===== src/rtl/double_buffer_ctrl.sv =====
// double_buffer_ctrl: ping-pong sequencer for the two-bank tile buffer that feeds
// the W4A8 GEMM compute array. The load engine fills one bank while the compute
// array drains the other, and tiles are consumed strictly in load order.
// Optional feature macro: DBUF_PERF_CNT_EN adds saturating stall/starve counters.
module double_buffer_ctrl #(
  parameter int BUFFER_DEPTH = 16,
  parameter int ADDR_WIDTH   = 4,
  parameter int LEN_WIDTH    = 5
) (
  input  logic                  clk,
  input  logic                  rst,
  input  logic [LEN_WIDTH-1:0]  cfg_tile_len,
  input  logic                  in_valid,
  output logic                  in_ready,
  input  logic                  comp_ready,
  output logic                  wr_en,
  output logic [ADDR_WIDTH-1:0] wr_addr,
  output logic                  buffer_sel_load,
  output logic                  rd_en,
  output logic [ADDR_WIDTH-1:0] rd_addr,
  output logic                  buffer_sel_comp,
  output logic                  tile_loaded,
  output logic                  tile_done,
  output logic [1:0]            bank_full,
  output logic                  busy
`ifdef DBUF_PERF_CNT_EN
  ,
  output logic [31:0]           perf_load_stall,
  output logic [31:0]           perf_comp_starve
`endif
);

  typedef enum logic [1:0] {
    BANK_EMPTY   = 2'd0,
    BANK_LOAD    = 2'd1,
    BANK_FULL    = 2'd2,
    BANK_COMPUTE = 2'd3
  } bank_state_t;

  bank_state_t           bank_st_q [2];
  bank_state_t           bank_st_d [2];
  logic [LEN_WIDTH-1:0]  len_q [2];
  logic [LEN_WIDTH-1:0]  len_d [2];
  logic                  lp_q, lp_d;
  logic                  cp_q, cp_d;
  logic [ADDR_WIDTH-1:0] wr_cnt_q, wr_cnt_d;
  logic [ADDR_WIDTH-1:0] rd_cnt_q, rd_cnt_d;
  logic                  in_ready_q, in_ready_d;
  logic                  tile_loaded_q, tile_loaded_d;
  logic                  tile_done_q, tile_done_d;

  logic                  accept;
  logic                  load_last;
  logic                  cp_has_tile;
  logic                  rd_fire;
  logic                  rd_last;
  logic [LEN_WIDTH-1:0]  cfg_len_eff;
  logic [LEN_WIDTH-1:0]  load_len;

  // Zero or oversized tile lengths mean "fill the whole bank"
  always_comb begin
    cfg_len_eff = cfg_tile_len;
    if (cfg_tile_len == '0 || cfg_tile_len > LEN_WIDTH'(BUFFER_DEPTH)) begin
      cfg_len_eff = LEN_WIDTH'(BUFFER_DEPTH);
    end
  end

  // Handshake decode: a bank still EMPTY takes its length from the live config
  always_comb begin
    accept      = in_valid & in_ready_q;
    load_len    = (bank_st_q[lp_q] == BANK_EMPTY) ? cfg_len_eff : len_q[lp_q];
    load_last   = accept & ((LEN_WIDTH'(wr_cnt_q) + LEN_WIDTH'(1)) == load_len);
    cp_has_tile = (bank_st_q[cp_q] == BANK_FULL) | (bank_st_q[cp_q] == BANK_COMPUTE);
    rd_fire     = comp_ready & cp_has_tile & (LEN_WIDTH'(rd_cnt_q) < len_q[cp_q]);
    rd_last     = rd_fire & ((LEN_WIDTH'(rd_cnt_q) + LEN_WIDTH'(1)) == len_q[cp_q]);
  end

  // Next-state: load and compute act on different banks, so their updates never overlap
  always_comb begin
    bank_st_d[0]  = bank_st_q[0];
    bank_st_d[1]  = bank_st_q[1];
    len_d[0]      = len_q[0];
    len_d[1]      = len_q[1];
    lp_d          = lp_q;
    cp_d          = cp_q;
    wr_cnt_d      = wr_cnt_q;
    rd_cnt_d      = rd_cnt_q;
    tile_loaded_d = load_last;
    tile_done_d   = rd_last;

    if (accept) begin
      if (bank_st_q[lp_q] == BANK_EMPTY) begin
        len_d[lp_q]     = cfg_len_eff;
        bank_st_d[lp_q] = BANK_LOAD;
      end
      if (load_last) begin
        bank_st_d[lp_q] = BANK_FULL;
        wr_cnt_d        = '0;
        lp_d            = ~lp_q;
      end else begin
        wr_cnt_d = wr_cnt_q + ADDR_WIDTH'(1);
      end
    end

    if (rd_fire) begin
      bank_st_d[cp_q] = BANK_COMPUTE;
      if (rd_last) begin
        bank_st_d[cp_q] = BANK_EMPTY;
        rd_cnt_d        = '0;
        cp_d            = ~cp_q;
      end else begin
        rd_cnt_d = rd_cnt_q + ADDR_WIDTH'(1);
      end
    end

    in_ready_d = (bank_st_d[lp_d] == BANK_EMPTY) | (bank_st_d[lp_d] == BANK_LOAD);
  end

  // State registers; reset discards in-flight tiles and restarts from bank 0
  always_ff @(posedge clk or negedge rst) begin
    if (!rst) begin
      for (int b = 0; b < 2; b++) begin
        bank_st_q[b] <= BANK_EMPTY;
        len_q[b]     <= '0;
      end
      lp_q          <= 1'b0;
      cp_q          <= 1'b0;
      wr_cnt_q      <= '0;
      rd_cnt_q      <= '0;
      in_ready_q    <= 1'b0;
      tile_loaded_q <= 1'b0;
      tile_done_q   <= 1'b0;
    end else begin
      for (int b = 0; b < 2; b++) begin
        bank_st_q[b] <= bank_st_d[b];
        len_q[b]     <= len_d[b];
      end
      lp_q          <= lp_d;
      cp_q          <= cp_d;
      wr_cnt_q      <= wr_cnt_d;
      rd_cnt_q      <= rd_cnt_d;
      in_ready_q    <= in_ready_d;
      tile_loaded_q <= tile_loaded_d;
      tile_done_q   <= tile_done_d;
    end
  end

  // Output mapping to the buffer ports and status flags
  always_comb begin
    in_ready        = in_ready_q;
    wr_en           = accept;
    wr_addr         = wr_cnt_q;
    buffer_sel_load = lp_q;
    rd_en           = rd_fire;
    rd_addr         = rd_cnt_q;
    buffer_sel_comp = cp_q;
    tile_loaded     = tile_loaded_q;
    tile_done       = tile_done_q;
    bank_full[0]    = (bank_st_q[0] == BANK_FULL) | (bank_st_q[0] == BANK_COMPUTE);
    bank_full[1]    = (bank_st_q[1] == BANK_FULL) | (bank_st_q[1] == BANK_COMPUTE);
    busy            = (bank_st_q[0] != BANK_EMPTY) | (bank_st_q[1] != BANK_EMPTY);
  end

`ifdef DBUF_PERF_CNT_EN
  logic [31:0] load_stall_q, load_stall_d;
  logic [31:0] comp_starve_q, comp_starve_d;

  // Saturating counters of load back-pressure and compute starvation cycles
  always_comb begin
    load_stall_d  = load_stall_q;
    comp_starve_d = comp_starve_q;
    if (in_valid && !in_ready_q && load_stall_q != '1) begin
      load_stall_d = load_stall_q + 32'd1;
    end
    if (comp_ready && !rd_fire && comp_starve_q != '1) begin
      comp_starve_d = comp_starve_q + 32'd1;
    end
  end

  // Counter registers, cleared by reset
  always_ff @(posedge clk or negedge rst) begin
    if (!rst) begin
      load_stall_q  <= '0;
      comp_starve_q <= '0;
    end else begin
      load_stall_q  <= load_stall_d;
      comp_starve_q <= comp_starve_d;
    end
  end

  assign perf_load_stall  = load_stall_q;
  assign perf_comp_starve = comp_starve_q;
`endif

endmodule


===== config.mk =====
export PLATFORM = sky130hd
export DESIGN_NAME = double_buffer_ctrl
export DESIGN_NICKNAME = d
export VERILOG_FILES = /design/src/rtl/double_buffer_ctrl.sv
export SDC_FILE = /design/constraint.sdc
export NUM_CORES = 1
export LEC_CHECK = 0
export CORE_MARGIN = 2
export CORE_UTILIZATION = 57
export DETAILED_ROUTE_END_ITERATION = 6
export MAX_ROUTING_LAYER = met4
export PLACE_DENSITY = 0.84
export SYNTH_ARGS = -nofsm -noshare
export SYNTH_HDL_FRONTEND = slang
export SYNTH_SLANG_ARGS = --single-unit

===== constraint.sdc =====
create_clock -name clk -period 5.25 [get_ports clk]
set_input_delay 1.05 -clock clk [delete_from_list [all_inputs] [get_ports clk]]
set_output_delay 1.05 -clock clk [all_outputs]
set_load 0.05 [all_outputs]

# Word-level counts from Yosys, hierarchy flattened
# Cells that the tools add are included.
# Widths: inputs -> output; s select.
totals:
  reg_bits: 27
op_classes:
  addsub: 4
  order_cmp: 7
  n_eq_ne: 9
  muxes: 34
  bitwise_logic: 24
  reduce_logical: 10
ops:
  columns: ["cell", "count"]
  rows:
  - ["$mux 5", 9]
  - ["$mux 4", 8]
  - ["$mux 2", 11]
  - ["$eq 2x2->1 const B", 6]
  - ["$add 4x1->5 const B", 2]
  - ["$bwmux 10", 1]
  - ["$eq 5x5->1", 2]
  - ["$add 4x1->4 const B", 2]
  - ["$ge 2x2->1 const B", 3]
  - ["$not 1->2", 3]
  - ["$and 1x1->1", 5]
  - ["$demux 5 s1", 1]
  - ["$gt 5x5->1 const B", 1]
  - ["$logic_not 5->1", 1]
  - ["$lt 4x5->1", 1]
  - ["$or 1x1->1", 5]
  - ["$and 2x2->2", 2]
  - ["$and 4x4->4", 1]
  - ["$demux 2 s1", 2]
  - ["$logic_not 2->1", 2]
  - ["$lt 2x1->1 const B", 2]
  - ["$not 2->2", 2]
  - ["$not 4->4", 1]
  - ["$or 2x2->2", 2]
  - ["8 further kinds", 13]

# Longest topological paths before layout
# Gate-level depths: netlist of the first run.
logic_depth:
  word_depth: 21
  depth_mapped: 10
  ltp_nobuf: 9

# Worst setup path after synthesis of the first run
# OpenSTA, ideal clock, no wires.
synth_timing:
  kind: "flip-flop to output port"
  from: "register cp_q (netlist: buffer_sel_comp)"
  to: "output port rd_en"
  t_arrival_ps: 3051
  slack_ps: 1149
  path_stages_with_launch: 8
  path_buffers: 1
  path_cell_list: "dfrtp_1 buf_2 mux2i_1 ha_1 o21ai_0 a21oi_1 a221oi_1 a21boi_1"
synth_between:
  elab_chain_cells: 8
synth_lines:
  columns: ["item", "line_no", "rtl"]
  rows:
  - ["start: declaration", "45", "logic cp_q, cp_d;"]
  - ["start signal: assignment", "139", "cp_q <= cp_d;"]
  - ["$not 1->2 (implied by the code) (*)", "73, 74", null]
  - ["parallel branches: the longest is 6 deep, another holds $lt 4x5->1", null, null]
  - ["$and 1x1->1 (*)", "74", "rd_fire = comp_ready & cp_has_tile & (LEN_WIDTH'(rd_cnt_q) < len_q[cp_q]);"]
  - ["end: declaration", "19", "output logic rd_en,"]
# Mark *: on every way between the ends. The select of a mux whose other input is x is not followed.

# Worst setup path after layout of the first run
# Same ends and word-level chain as after synthesis.

==> results of run 1 <==
==> per-layer routing <==
| layer | wire, um | vias to the layer above | global-route usage (%) |
|---|---|---|---|
| met5 | 0 | - | - |
| met4 | 41 | 0 | 8.77 |
| met3 | 136 | 6 | 1.97 |
| met2 | 1790 | 44 | 39.2 |
| met1 | 1560 | 687 | 30.1 |
| li1 | - | 710 | - |
==> synthesized netlist by cell type (all sizes together), types with 4 or more instances <==
library cell | n | area share, %
nor3 | 4 | 1.4
a21oi | 5 | 1.4
o22ai | 5 | 1.8
nand2 | 22 | 4.7
inv | 14 | 3.0
nor2 | 9 | 2.1
buf | 5 | 2.6
nand3 | 4 | 1.1
or3 | 4 | 1.4
ha | 7 | 5.0
dfrtp | 27 | 39
mux2i | 17 | 9.7
o21ai | 17 | 4.9
nand2b | 8 | 2.9
a21boi | 4 | 1.7
xnor2 | 8 | 5.1
==> area by class of cell <==
cell class                 count  area [um2]
clock buffer                   4        26.3
fill                         242         942
inverter                      14        52.6
multi-input combinational    140         965
sequential                    27         676
tap                           33        41.3
timing repair buffer          28         275
==> flip-flops by register name, indices dropped and copies added, names as in the netlist, 4 cells and up <==
register   count
wr_addr        4
len_q         10
bank_st_q      4
rd_addr        4
==> cell families after synthesis <==
| kind of cell | after synthesis | share of synthesized area (%) |
|---|---|---|
| DFF | 27 | 38.6 |
| adders and majority gates | 7 | 5.00 |
| xor gates and xnor gates | 10 | 6.08 |
| and+or+nand+nor | 64 | 19.2 |
| buffers and inverters | 22 | 6.29 |
| muxes | 17 | 9.72 |
| AOI/OAI and AO/OA | 42 | 15.1 |
==> worst max-delay path, stage by stage (launching register included) <==
cell	delay, ns
dfrtp_1	0.64
mux2i_1	0.32
ha_1	0.28
o21ai_0	0.15
a21oi_1	0.08
a221oi_1	0.42
a21boi_1	0.54
clkdlybuf4s50_1	0.91
==> placed cells by master, fill, tap and decap left out, types with 4 or more instances in the layout <==
cell             netlist  final
dfrtp_1               27     27
clkdlybuf4s50_1        0     26
nand2_1               22     22
mux2i_1               17     17
o21ai_0               16     16
inv_1                 14     14
nand2b_1               8      8
nor2_1                 8      8
xnor2_1                7      7
ha_1                   7      7
a21oi_1                5      5
o22ai_1                5      5
nand3_1                4      4
or3_1                  4      4
==> worst paths after layout <==
kind                            startpoint    endpoint  slack, ns  depth (start not counted)
setup reg to reg           buffer_sel_comp  rd_addr[3]       2.38                          8
hold / removal                    len_q[2]    len_q[2]       0.53                          2
min in group asynchronous              rst   tile_done       1.09                          2
hold reg to reg                   len_q[2]    len_q[2]       0.53                          2
max in group asynchronous              rst    len_q[2]       3.91                          2
setup / recovery           buffer_sel_comp       rd_en       0.54                          7
==> power by group <==
part | leakage (nW) | internal (mW) | switching (mW)
sequential | 0.336 | 0.294 | 0.134
combinational | 0.507 | 0.344 | 0.480
clock | 0.0150 | 0.0298 | 0.0593
total | 0.857 | 0.668 | 0.673
==> summary.md, run 1 <==
## Status
• complete, no violations — status

## Yosys
• 0 — number of enable flip-flop cells after synthesis
• 205 — Post-Syn Nets
• 38.6% — sequential area share after synthesis
• 189 — gate count of the mapped netlist
• 9.26 um2 — mean area per synthesized cell
• 0.00175 mm2 — synthesized area
• 0 — Synth warnings
• 100% — FFs w/ async S/R, synth
• 41 — Synth cell types
• 27 — register bit total from synthesis
• dfrtp_1 — prevailing post-synth register cell

## Die
• 0.00353 mm2 — die area
• 59.4 um — horizontal extent of the die
• 0.00298 mm2 — Placeable Area
• 59.4 um — die height
• 27 — top-level I/O count
• 58.8% — Initial Util
• 20 — number of rows created at floorplan

## Timing
• 4.71 ns — Min Clock Period, post-route
• 212 MHz — Fmax achieved
• 0.00132 ns — worst clock skew
• 0 — total count of max-transition violations in the final report
• no — RSZ-0062 raised after global routing
• 0.540 ns — worst setup margin
• 0.526 ns — final hold slack
• 89.7% — share of the clock period used by the worst path
• 0.985 ns — Worst Tran Pin Value
• 0 — final number of setup-violating endpoints
• 0 ns — Final TNS setup
• 33.9% — Relative slew margins
• 0 — total count of hold-check failures in the final report

## Finish
• 246 — final cell count without fillers
• 16.3% — layout overhead on the synthesized area
• 68.4% — post-route core utilization
• 230 — Total Nets Final
• 0.00204 mm2 — final instance area
• 5.63% — fraction of final layout cells sized beyond drive strength 1
• 0 — Inserted Diodes

## Clock network
• 1 — H-Tree Level Count
• clkbuf_4 — buffer cell driving the clock tree root
• 0.32 ns — latest clock arrival within the worst-skew pair
• 2 — largest buffer count on any clock path
• 0 — hold buffers post-CTS
• 27 — TritonCTS sink count
• 0 — Resize count post-CTS
• 3 — number of CTS-inserted buffers
• 0 — Post-CTS Setup Inserts
• done — CTS tree
• 0.14 ns — clock transition time at the flip-flop clock pins of the worst setup and hold paths

## Drt
• 5.88 — via density per instance
• 0 — DRC viols
• 0 — antenna-violating nets left
• 3530 um — Post-Route WL
• 59 — number of violations reported at the end of detailed-routing iteration 0
• 1447 — via count
• 4 — Initial DRT Pass Iterations
• 14.3 um — average routed wire per standard cell

## Worst setup path
• register to output pin — class of the most critical setup path
• 12 — maximum fanout along the worst path
• 3.66 ns — endpoint arrival time on the critical path
• output pin — element type at the critical path end
• register — nature of the critical path startpoint
• 4.20 ns — required time at the endpoint of the critical path

## Placed design
• 0.00201 mm2 — Cell Area, Placed
• 26 — number of input and output port buffers inserted
• 2750 um — hpwl dp
• 0.748 ns — Post-Place Worst Slack
• 0.854 — Final GP Congestion
• 242 — cell count after placement

## Flow run
• 0 — # Max-Cap Violations

## Global route
• 6110 um — wire length of the first global-routing pass
• 28 — pin count of the biggest net entering global routing
• 0 — overall overflow remaining after global route
• 0 — number of antenna violations at the first check in global routing
• 1379 — vias in the first global route
• 23.7% — GRT Util Overall

## Hold path
• register to register — Tightest Hold Check Type

## Pwr
• 659 mW/mm2 — P per Cell Area
• 0.377 mV — worst IR drop on VDD
• 1.34 mW — Total Power Consumption
• 0.857 nW — leakage power

Power figures use the tool's default switching activity.
==> run 2: changes to the inputs <==
--- a/config.mk
+++ b/config.mk
@@ -7,6 +7,7 @@
 export LEC_CHECK = 0
 export CORE_MARGIN = 2
 export CORE_UTILIZATION = 57
+export CTS_CLUSTER_DIAMETER = 40
 export DETAILED_ROUTE_END_ITERATION = 6
 export MAX_ROUTING_LAYER = met4
 export PLACE_DENSITY = 0.84
==> results of run 2 <==
The final DEF is identical to that of run 1; final timing and power are the same.
==> run 3: changes to the inputs <==
--- a/config.mk
+++ b/config.mk
@@ -5,7 +5,7 @@
 export SDC_FILE = /design/constraint.sdc
 export NUM_CORES = 1
 export LEC_CHECK = 0
-export CORE_MARGIN = 2
+export CAP_MARGIN = 30
 export CORE_UTILIZATION = 57
 export CTS_CLUSTER_DIAMETER = 40
 export DETAILED_ROUTE_END_ITERATION = 6
==> run 3 against run 2 <==
Clock-buffer cell count fell by 1. First-iteration DRC count decreased by 49%. Wire length up 4.0%. Non-clock buffer count stayed put. Sequential share of layout area hardly changed. Clock skew is 0.0053 ns higher. The flow now finishes with violations (design-rule violations). Sequential power hardly changed. Via count barely moved. Sequential cell count is the same. Highest routed layer unchanged. Register-to-register slack worse by 0.07 ns.
==> summary.md, run 3 (same netlist as run 1, synthesis figures left out) <==
## Timing
• 210 MHz — Fmax achieved
• 0 — total count of max-transition violations in the final report
• 0.00659 ns — worst clock skew
• 90.8% — share of the clock period used by the worst path
• 0.945 ns — Worst Tran Pin Value
• 0 — final number of setup-violating endpoints
• no — RSZ-0062 raised after global routing
• 4.77 ns — Min Clock Period, post-route
• 0 ns — Final TNS setup
• 0 — total count of hold-check failures in the final report
• 0.483 ns — worst setup margin
• 36.5% — Relative slew margins

## Placed design
• 240 — cell count after placement
• 2770 um — hpwl dp
• 0.713 ns — Post-Place Worst Slack
• 26 — number of input and output port buffers inserted
• 0.00201 mm2 — Cell Area, Placed
• 0.880 — Final GP Congestion

## Clock network
• 0.15 ns — clock transition time at the flip-flop clock pins of the worst setup and hold paths
• 3 — number of CTS-inserted buffers
• 0 — Resize count post-CTS
• clkbuf_4 — buffer cell driving the clock tree root
• 0 — Post-CTS Setup Inserts
• 2 — largest buffer count on any clock path
• 0.33 ns — latest clock arrival within the worst-skew pair
• 27 — TritonCTS sink count
• done — CTS tree
• 1 — H-Tree Level Count
• 0 — hold buffers post-CTS

## Finish
• 16.2% — layout overhead on the synthesized area
• 0 — Inserted Diodes
• 244 — final cell count without fillers
• 6.10% — fraction of final layout cells sized beyond drive strength 1
• 965 um2 — footprint of the multi-input gates
• 71.9% — post-route core utilization
• 217 — count of fill cells added during filler insertion
• dfrtp_1 — most frequent standard cell in the layout excluding fill and tap cells
• 676 um2 — total area of sequential cells
• 230 — Total Nets Final
• 0.00203 mm2 — final instance area
• dfrtp_1 (27), clkdlybuf4s50_1 (26), nand2_1 (22), mux2i_1 (17), o21ai_0 (16) — commonest cells after routing, fill and taps aside
• 10 — number of flip-flops under the largest register name
• len_q — register name with the most flops

## Drt
• 5.93 — via density per instance
• 6 — Initial DRT Pass Iterations
• 3 — DRC viols
• 30 — number of violations reported at the end of detailed-routing iteration 0
• 1446 — via count
• 0 — antenna-violating nets left
• 3670 um — Post-Route WL
• 15.0 um — average routed wire per standard cell

## Worst setup path
• 3.72 ns — endpoint arrival time on the critical path
• 12 — maximum fanout along the worst path
• 2.31 ns — flop-to-flop setup slack
• rd_addr[3] — end of the worst register-to-register path
• register to output pin — class of the most critical setup path
• buffer_sel_comp — RR Startpoint
• buffer_sel_comp — critical path startpoint
• register — nature of the critical path startpoint
• 4.20 ns — required time at the endpoint of the critical path
• rd_en — CP endpoint
• 8 — cell count of the worst reg-to-reg path
• output pin — element type at the critical path end

## Die
• 0.00283 mm2 — Placeable Area
• 19 — number of rows created at floorplan
• 61.9% — Initial Util
• 27 — top-level I/O count
• 57.4 um — die height
• 0.00330 mm2 — die area
• 57.4 um — horizontal extent of the die

## Global route
• 25.1% — GRT Util Overall
• 0 — overall overflow remaining after global route
• 1369 — vias in the first global route
• 28 — pin count of the biggest net entering global routing
• 6230 um — wire length of the first global-routing pass
• 0 — number of antenna violations at the first check in global routing

## Pwr
• 0.423 mV — worst IR drop on VDD
• 0.860 nW — leakage power
• 664 mW/mm2 — P per Cell Area

## Status
• design-rule violations — failing checks
• finished, violations left — status

## Flow run
• 0 — # Max-Cap Violations

## Hold path
• register to register — Tightest Hold Check Type

run 3: cell count changes in the layout (fill, tap and decap cells not counted):
cell and change:
clkbuf_1 -1, clkinv_2 +1
run 3: final cells by class:
type	instances	area share, %
clock buffer	3	1.11
clock inverter	1	0.246
inverter	14	2.58
multi-input combinational	140	47.4
sequential	27	33.2
tap	31	1.91
timing repair buffer	28	13.5
run 3: stage by stage:
| step | power [mW] | hold WS (ns) |
|---|---|---|
| global placement | 1.22 | 0.487 |
| finish | 1.35 | 0.531 |
| detailed placement | 1.26 | 0.501 |
| global route | 1.45 | 0.563 |
| CTS | 1.35 | 0.533 |
| floorplan | 1.04 | 0.471 |
run 3: where the power goes:
group	switching (mW)	internal, mW	total (mW)
combinational	0.486	0.343	0.829
clock	0.0640	0.0286	0.0926
sequential	0.135	0.294	0.428
run 3: metal layers:
layer / GRT usage [%] / vias to the layer above / part of all wire (%)
met3: 2.72 / 10 / 2.9
met2: 41.7 / 31 / 49
met1: 31.2 / 699 / 46
met4: 10.1 / 0 / 1.8
met5: - / - / 0
li1: - / 706 / -
run 3: worst min path at each step:
stage          startpoint  endpoint  slack (ns)  cells past startpoint
2_1_floorplan    len_q[1]  len_q[1]        0.47                      2
3_3_place_gp     len_q[1]  len_q[1]        0.49                      2
3_5_place_dp     len_q[2]  len_q[2]        0.50                      2
4_1_cts          len_q[2]  len_q[2]        0.53                      2
5_1_grt          len_q[2]  len_q[2]        0.56                      2
6_report         len_q[1]  len_q[1]        0.53                      2
run 3: worst max-delay path, stage by stage, from the launching register on:
cell and delay (ns):
dfrtp_1 0.65, mux2i_1 0.40, ha_1 0.30, nand2b_1 0.07
a21oi_1 0.08, a221oi_1 0.46, a21boi_1 0.53, clkdlybuf4s50_1 0.90
